==> src/rtl/id_ex_pkg.sv <==
// Shared constants for the ID/EX stage: ALU operation codes, opcode/funct values
// and the decoded-control bundle passed from the decoder to the pipeline register.
package id_ex_pkg;

    // ALU operation codes; these must stay identical to the ALU's own table.
    localparam logic [4:0] ALU_NOP  = 5'd0;
    localparam logic [4:0] ALU_ADD  = 5'd1;
    localparam logic [4:0] ALU_SUB  = 5'd2;
    localparam logic [4:0] ALU_MUL  = 5'd3;
    localparam logic [4:0] ALU_SLL  = 5'd4;
    localparam logic [4:0] ALU_SRL  = 5'd5;
    localparam logic [4:0] ALU_AND  = 5'd6;
    localparam logic [4:0] ALU_OR   = 5'd7;
    localparam logic [4:0] ALU_XOR  = 5'd8;
    localparam logic [4:0] ALU_BGEZ = 5'd11;
    localparam logic [4:0] ALU_BEQ  = 5'd12;
    localparam logic [4:0] ALU_NOR  = 5'd13;
    localparam logic [4:0] ALU_SLT  = 5'd14;
    localparam logic [4:0] ALU_BNE  = 5'd15;
    localparam logic [4:0] ALU_BGTZ = 5'd16;
    localparam logic [4:0] ALU_BLEZ = 5'd17;
    localparam logic [4:0] ALU_BLTZ = 5'd18;

    localparam logic [5:0] OP_RTYPE   = 6'h00;
    localparam logic [5:0] OP_REGIMM  = 6'h01;
    localparam logic [5:0] OP_BEQ     = 6'h04;
    localparam logic [5:0] OP_BNE     = 6'h05;
    localparam logic [5:0] OP_BLEZ    = 6'h06;
    localparam logic [5:0] OP_BGTZ    = 6'h07;
    localparam logic [5:0] OP_ADDI    = 6'h08;
    localparam logic [5:0] OP_ADDIU   = 6'h09;
    localparam logic [5:0] OP_SLTI    = 6'h0A;
    localparam logic [5:0] OP_ANDI    = 6'h0C;
    localparam logic [5:0] OP_ORI     = 6'h0D;
    localparam logic [5:0] OP_XORI    = 6'h0E;
    localparam logic [5:0] OP_SPECIAL2 = 6'h1C;
    localparam logic [5:0] OP_LW      = 6'h23;
    localparam logic [5:0] OP_SW      = 6'h2B;

    localparam logic [5:0] F_SLL  = 6'h00;
    localparam logic [5:0] F_SRL  = 6'h02;
    localparam logic [5:0] F_SLLV = 6'h04;
    localparam logic [5:0] F_SRLV = 6'h06;
    localparam logic [5:0] F_ADD  = 6'h20;
    localparam logic [5:0] F_ADDU = 6'h21;
    localparam logic [5:0] F_SUB  = 6'h22;
    localparam logic [5:0] F_AND  = 6'h24;
    localparam logic [5:0] F_OR   = 6'h25;
    localparam logic [5:0] F_XOR  = 6'h26;
    localparam logic [5:0] F_NOR  = 6'h27;
    localparam logic [5:0] F_SLT  = 6'h2A;
    localparam logic [5:0] F_MUL  = 6'h02;

    localparam logic [4:0] RT_BLTZ = 5'h00;
    localparam logic [4:0] RT_BGEZ = 5'h01;

    typedef enum logic [0:0] {A_RS, A_RT} a_sel_e;
    typedef enum logic [2:0] {B_RT, B_RS, B_SHAMT, B_SEXT, B_ZEXT, B_ZERO} b_sel_e;
    typedef enum logic [1:0] {WR_NONE, WR_RD, WR_RT} wr_sel_e;

    typedef struct packed {
        logic [4:0] alu_ctrl;
        a_sel_e     a_sel;
        b_sel_e     b_sel;
        wr_sel_e    wr_sel;
        logic       reg_write;
        logic       mem_read;
        logic       mem_write;
        logic       mem_to_reg;
        logic       branch;
        logic       illegal;
    } dec_t;

endpackage

==> src/rtl/id_ex_stage_alu_ctrl_decode.sv <==
// Combinational decode of opcode/funct/rt into ALU code, operand selects and
// downstream control bits. Unknown encodings collapse to an illegal-op NOP.
module alu_ctrl_decode
    import id_ex_pkg::*;
(
    input  logic [5:0] opcode_i,
    input  logic [5:0] funct_i,
    input  logic [4:0] rt_i,
    output dec_t       dec_o
);

    logic bad;

    always_comb begin
        bad             = 1'b0;
        dec_o           = '0;
        dec_o.a_sel     = A_RS;
        dec_o.b_sel     = B_RT;
        dec_o.wr_sel    = WR_NONE;
        case (opcode_i)
            OP_RTYPE: begin
                dec_o.wr_sel    = WR_RD;
                dec_o.reg_write = 1'b1;
                case (funct_i)
                    F_ADD, F_ADDU: dec_o.alu_ctrl = ALU_ADD;
                    F_SUB:         dec_o.alu_ctrl = ALU_SUB;
                    F_AND:         dec_o.alu_ctrl = ALU_AND;
                    F_OR:          dec_o.alu_ctrl = ALU_OR;
                    F_XOR:         dec_o.alu_ctrl = ALU_XOR;
                    F_NOR:         dec_o.alu_ctrl = ALU_NOR;
                    F_SLT:         dec_o.alu_ctrl = ALU_SLT;
                    F_SLL, F_SRL: begin
                        dec_o.alu_ctrl = (funct_i == F_SLL) ? ALU_SLL : ALU_SRL;
                        dec_o.a_sel    = A_RT;
                        dec_o.b_sel    = B_SHAMT;
                    end
                    F_SLLV, F_SRLV: begin
                        dec_o.alu_ctrl = (funct_i == F_SLLV) ? ALU_SLL : ALU_SRL;
                        dec_o.a_sel    = A_RT;
                        dec_o.b_sel    = B_RS;
                    end
                    default: bad = 1'b1;
                endcase
            end
            OP_SPECIAL2: begin
                dec_o.alu_ctrl  = ALU_MUL;
                dec_o.wr_sel    = WR_RD;
                dec_o.reg_write = 1'b1;
                bad             = (funct_i != F_MUL);
            end
            OP_ADDI, OP_ADDIU, OP_SLTI, OP_ANDI, OP_ORI, OP_XORI: begin
                dec_o.wr_sel    = WR_RT;
                dec_o.reg_write = 1'b1;
                dec_o.b_sel     = B_SEXT;
                case (opcode_i)
                    OP_SLTI: dec_o.alu_ctrl = ALU_SLT;
                    OP_ANDI: begin dec_o.alu_ctrl = ALU_AND; dec_o.b_sel = B_ZEXT; end
                    OP_ORI:  begin dec_o.alu_ctrl = ALU_OR;  dec_o.b_sel = B_ZEXT; end
                    OP_XORI: begin dec_o.alu_ctrl = ALU_XOR; dec_o.b_sel = B_ZEXT; end
                    default: dec_o.alu_ctrl = ALU_ADD;
                endcase
            end
            OP_LW: begin
                dec_o.alu_ctrl   = ALU_ADD;
                dec_o.b_sel      = B_SEXT;
                dec_o.wr_sel     = WR_RT;
                dec_o.reg_write  = 1'b1;
                dec_o.mem_read   = 1'b1;
                dec_o.mem_to_reg = 1'b1;
            end
            OP_SW: begin
                dec_o.alu_ctrl  = ALU_ADD;
                dec_o.b_sel     = B_SEXT;
                dec_o.mem_write = 1'b1;
            end
            OP_BEQ, OP_BNE: begin
                dec_o.alu_ctrl = (opcode_i == OP_BEQ) ? ALU_BEQ : ALU_BNE;
                dec_o.branch   = 1'b1;
            end
            OP_BLEZ, OP_BGTZ: begin
                dec_o.alu_ctrl = (opcode_i == OP_BLEZ) ? ALU_BLEZ : ALU_BGTZ;
                dec_o.b_sel    = B_ZERO;
                dec_o.branch   = 1'b1;
            end
            OP_REGIMM: begin
                dec_o.b_sel  = B_ZERO;
                dec_o.branch = 1'b1;
                case (rt_i)
                    RT_BGEZ: dec_o.alu_ctrl = ALU_BGEZ;
                    RT_BLTZ: dec_o.alu_ctrl = ALU_BLTZ;
                    default: bad = 1'b1;
                endcase
            end
            default: bad = 1'b1;
        endcase

        if (bad) begin
            dec_o         = '0;
            dec_o.a_sel   = A_RS;
            dec_o.b_sel   = B_ZERO;
            dec_o.wr_sel  = WR_NONE;
            dec_o.illegal = 1'b1;
        end
    end

endmodule

==> src/rtl/id_ex_stage.sv <==
// ID/EX pipeline register feeding the ALU: operand muxing/extension, flush/stall
// priority and a saturating count of inserted bubbles.
module id_ex_stage
    import id_ex_pkg::*;
#(
    parameter int DATA_W = 32,
    parameter int CNT_W  = 16
) (
    input  logic              Clk,
    input  logic              Reset_n,
    input  logic              Stall,
    input  logic              Flush,
    input  logic              ID_Valid,
    input  logic [5:0]        ID_Opcode,
    input  logic [5:0]        ID_Funct,
    input  logic [4:0]        ID_Shamt,
    input  logic [4:0]        ID_Rt,
    input  logic [4:0]        ID_Rd,
    input  logic [15:0]       ID_Imm,
    input  logic [DATA_W-1:0] ID_RsData,
    input  logic [DATA_W-1:0] ID_RtData,
    input  logic [DATA_W-1:0] ID_PCPlus4,
    output logic              EX_Valid,
    output logic [4:0]        EX_ALUControl,
    output logic [DATA_W-1:0] EX_A,
    output logic [DATA_W-1:0] EX_B,
    output logic [DATA_W-1:0] EX_StoreData,
    output logic [4:0]        EX_WriteReg,
    output logic              EX_RegWrite,
    output logic              EX_MemRead,
    output logic              EX_MemWrite,
    output logic              EX_MemToReg,
    output logic              EX_Branch,
    output logic              EX_IllegalOp,
    output logic [DATA_W-1:0] EX_PCPlus4,
    output logic [CNT_W-1:0]  BubbleCount
);

    typedef struct packed {
        logic              valid;
        logic [4:0]        alu_ctrl;
        logic [DATA_W-1:0] a;
        logic [DATA_W-1:0] b;
        logic [DATA_W-1:0] store;
        logic [4:0]        wreg;
        logic              reg_write;
        logic              mem_read;
        logic              mem_write;
        logic              mem_to_reg;
        logic              branch;
        logic              illegal;
        logic [DATA_W-1:0] pc4;
    } ex_t;

    dec_t             dec;
    ex_t              ex_q, ex_d;
    logic [CNT_W-1:0] cnt_q;
    logic             bubble;

    alu_ctrl_decode u_decode (
        .opcode_i (ID_Opcode),
        .funct_i  (ID_Funct),
        .rt_i     (ID_Rt),
        .dec_o    (dec)
    );

    always_comb begin
        ex_d          = '0;
        ex_d.valid    = 1'b1;
        ex_d.alu_ctrl = dec.alu_ctrl;
        ex_d.pc4      = ID_PCPlus4;
        ex_d.a        = (dec.a_sel == A_RT) ? ID_RtData : ID_RsData;
        case (dec.b_sel)
            B_RT:    ex_d.b = ID_RtData;
            B_RS:    ex_d.b = ID_RsData;
            B_SHAMT: ex_d.b = {{(DATA_W-5){1'b0}}, ID_Shamt};
            B_SEXT:  ex_d.b = {{(DATA_W-16){ID_Imm[15]}}, ID_Imm};
            B_ZEXT:  ex_d.b = {{(DATA_W-16){1'b0}}, ID_Imm};
            default: ex_d.b = '0;
        endcase
        case (dec.wr_sel)
            WR_RD:   ex_d.wreg = ID_Rd;
            WR_RT:   ex_d.wreg = ID_Rt;
            default: ex_d.wreg = 5'd0;
        endcase
        // Illegal ops carry no operands; only valid, the flag and PC+4 survive.
        if (dec.illegal) begin
            ex_d.a = '0;
        end else begin
            ex_d.store = ID_RtData;
        end
        ex_d.reg_write  = dec.reg_write && (ex_d.wreg != 5'd0);
        ex_d.mem_read   = dec.mem_read;
        ex_d.mem_write  = dec.mem_write;
        ex_d.mem_to_reg = dec.mem_to_reg;
        ex_d.branch     = dec.branch;
        ex_d.illegal    = dec.illegal;
    end

    assign bubble = Flush || (!Stall && !ID_Valid);

    always_ff @(posedge Clk) begin
        if (!Reset_n) begin
            ex_q  <= '0;
            cnt_q <= '0;
        end else if (bubble) begin
            ex_q <= '0;
            if (cnt_q != {CNT_W{1'b1}}) begin
                cnt_q <= cnt_q + CNT_W'(1);
            end
        end else if (!Stall) begin
            ex_q <= ex_d;
        end
    end

    assign EX_Valid      = ex_q.valid;
    assign EX_ALUControl = ex_q.alu_ctrl;
    assign EX_A          = ex_q.a;
    assign EX_B          = ex_q.b;
    assign EX_StoreData  = ex_q.store;
    assign EX_WriteReg   = ex_q.wreg;
    assign EX_RegWrite   = ex_q.reg_write;
    assign EX_MemRead    = ex_q.mem_read;
    assign EX_MemWrite   = ex_q.mem_write;
    assign EX_MemToReg   = ex_q.mem_to_reg;
    assign EX_Branch     = ex_q.branch;
    assign EX_IllegalOp  = ex_q.illegal;
    assign EX_PCPlus4    = ex_q.pc4;
    assign BubbleCount   = cnt_q;

endmodule

==> config.mk <==
export PLATFORM = sky130hd
export DESIGN_NAME = id_ex_stage
export DESIGN_NICKNAME = d
export VERILOG_FILES = /design/src/rtl/id_ex_pkg.sv /design/src/rtl/id_ex_stage_alu_ctrl_decode.sv /design/src/rtl/id_ex_stage.sv
export SDC_FILE = /design/constraint.sdc
export NUM_CORES = 1
export LEC_CHECK = 0
export CAP_MARGIN = 20
export CELL_PAD_IN_SITES_DETAIL_PLACEMENT = 1
export CELL_PAD_IN_SITES_GLOBAL_PLACEMENT = 2
export CORE_MARGIN = 3
export CORE_UTILIZATION = 25
export DETAILED_ROUTE_END_ITERATION = 10
export PLACE_DENSITY_LB_ADDON = 0.1
export SLEW_MARGIN = 10
export SYNTH_ARGS = -nofsm -noshare
export SYNTH_HDL_FRONTEND = slang
export SYNTH_SLANG_ARGS = --single-unit
==> constraint.sdc <==
create_clock -name Clk -period 2.7 [get_ports Clk]
set_input_delay 0.27 -clock Clk [delete_from_list [all_inputs] [get_ports Clk]]
set_output_delay 0.27 -clock Clk [all_outputs]
set_load 0.005 [all_outputs]
==> results.md <==
* Outcome: completed
* TritonCTS Sinks at 160
* Vias in the first global route at 7,688
* Placed insts at 1,466
* GP Congestion at 0.785
* Initial DRC count at 372
* Syn Nets at 927
* Max-slew headroom at 38.9%
* Max Freq at 387 MHz
* WP buf/inv at 4
* Antenna violations before repair at 0
* Final setup viols at 0
* Die height at 177 um
* Slew Viols, Final at 0
* Avg Cell Area, Syn at 9.36 um^2
* Tcrit/Tclk final at 95.8%
* Synth warn at 0
* Leak Pwr at 4.41 nW
* # rows at 61
* Fin. Hold Viols at 0
* Top cells by area, synth: dfxtp_1 44%, mux2i_1 9.0%, a221oi_2 6.4%
* CP startpoint kind: input port
* Power Density at 489 mW/mm^2
* Layout cells sized above 1 at 13.5%
* Grt ovf at 0
* Die area at 0.0313 mm^2
* CP required at 3010 ps
* I/O pin cnt at 305
* Asr flop ratio synth at 0%
* Post-route ant nets at 0
* GRT Total Usage at 18.8%
* Final setup TNS at 0 ps
* Wire per inst at 20.1 um
* Routed vias at 7,329
* DRT Pass-1 Iters at 7
* Worst-path fanout max at 7
* Total routed wirelength at 30,100 um
* Slowest cell delay on critical path at 590 ps
* Top delay family on crit path: buffers and inverters
* Worst-path cell chain: clkdlybuf4s50_1 > or4_1 > buf_4 > nor3_1 > a21o_1 > nor3_2 > buf_4 > ha_1 > a22oi_1 > buf_4 > nor3_1 > a21oi_1 > nor2_1
* # diodes at 0
* Critical path arrival at 2900 ps
* Post-Synthesis Cells at 780
* Core area at 0.0283 mm^2
* Hold Path Class: in -> reg
* # hold bufs at CTS at 0
* Die width at 177 um
* Ys flop type: dfxtp_1
* Sequential element share of the synthesized area at 43.9%
* DP Wirelength at 21,600 um
* Worst setup path category: in -> reg
* Vias per cell at 4.89
* Max stage delay cell, worst path: or4_1
* # port buffers at 304
* Slew @ Worst Pin at 917 ps
* #FFs+latches synth at 160
* CTS tree: built
* Remaining DRCs at 0
* First-pass GRT wire length at 45,900 um
* Clock Latency Late Sink at 440 ps
* Setup Skew at 9.41 ps
* Worst-path clk slew at 70 ps
* Fin crit period at 2590 ps
* Commonest non-fill, non-tap cell in the layout: clkdlybuf4s50_1
* Post-synth EDFFs at 0
* Deepest clock path buffer count at 2
* Starting Density at 25.8%
* P&R area growth vs syn at 61.0%
* Crit end category: register
* NumNets Final at 1,254
* H-Tree Depth at 4
* Distinct cells, synth at 61
* Pin count of the biggest net entering global routing at 63
* Mapped cell area at 0.00730 mm^2
* Critical Path Most Common Cell: buf_4
* Non-Filler Instances at 1,498
* CTS root buf: clkbuf_16
* Post-CTS sizing at 0
* Max rail drop VDD at 0.356 mV
* Setup Buffers After CTS at 0
* Area leader, netlist: dfxtp_1
* Most frequent cells in the layout: 303 x clkdlybuf4s50_1, 160 x dfxtp_1, 101 x nand2_1, 66 x mux2i_1, 65 x nor2_1
* Final Power at 5.75 mW
* Yosys top cell area share at 43.9%
* Cts bufs inserted at 17
* Maxcap violations at 0
[per-layer routing]
layer,vias up,wire [um],track usage (%)
li1,3508,-,-
met1,3591,13200,24.0
met2,217,14300,31.3
met3,13,2370,6.35
met4,0,242,3.57
met5,-,0,0
[stage by stage]
stage                     hold WS [ps]  area (um^2)  utilization (%)  setup WS [ps]
after floorplan                    403         7300                -            165
after global placement             426        11100             39.2           -241
after detailed placement           442        11100             39.2           -338
after CTS                          118        11700             41.5            109
after global routing               143        11800             41.5          -38.8
final                              137        11800             41.5            115
[path summary, 6_finish.rpt]
kind,startpoint,to,slack [ps],depth (start not counted)
worst max-delay path,ID_Opcode[2],EX_WriteReg[2]$_SDFFE_PP0N_,110,13
worst min-delay path,Stall,EX_RegWrite$_SDFFE_PP0N_,140,3
worst max register to register,BubbleCount[0]$_SDFFE_PN0P_,BubbleCount[5]$_SDFFE_PN0P_,870,7
worst min register to register,EX_A[22]$_SDFFE_PP0N_,EX_A[22]$_SDFFE_PP0N_,450,2
[synth_stat cells, drive strengths merged (4+ instances only)]
master    n
buf      26
o21ai    40
mux2      5
nand2   102
a22oi     5
xnor2     9
inv      13
dfxtp   160
a222oi   16
nor3     18
a31oi     5
a22o     35
or2       4
nor4      5
nand2b    8
nor2     67
clkbuf   36
nand4     6
nand3    40
a21oi    32
nor2b     5
and3      4
a221oi   32
xor2      4
mux2i    66
[cell families (layout without fill, tap and decap cells)]
kind of cell / Yosys count / after routing / synth area share [%]
and+or+nand+nor: 271 / 271 / 17.2
AOI/OAI and AO/OA: 187 / 187 / 21.8
DFF: 160 / 160 / 43.9
buffers and inverters: 75 / 415 / 5.19
muxes: 71 / 71 / 9.82
xor gates and xnor gates: 13 / 13 / 1.56
adders and majority gates: 3 / 3 / 0.514
[worst register-to-register path: stages, from the launching register on]
cell and delay, ps:
dfxtp_1 430, ha_1 270, nand3_1 100, nor4_1 270, a21oi_1 260, nand4_1 170, xor2_1 160, nor2_1 50
[power by group]
group	switching [mW]	total [mW]	internal, mW
registers	0.0213	2.41	2.39
logic	0.353	0.751	0.398
clock network	1.21	2.58	1.37
[state kept, by name, indices dropped and copies added, names as in the netlist]
signal / flops
BubbleCount: 16
EX_A: 32
EX_ALUControl: 5
EX_B: 32
EX_Branch: 1
EX_IllegalOp: 1
EX_MemRead: 1
EX_MemWrite: 1
EX_PCPlus4: 32
EX_RegWrite: 1
EX_StoreData: 32
EX_Valid: 1
EX_WriteReg: 5
[layout make-up]
class                   count  area (um^2)
clock buffers              18          439
clock inverters            14          193
fillers                  3146        16600
inverters                  13         56.3
multi-input cells         545         3750
flip-flops and latches    160         3200
well taps                 378          473
repair buffers            370         3640
Note: power is estimated with default switching activity, not from simulation.
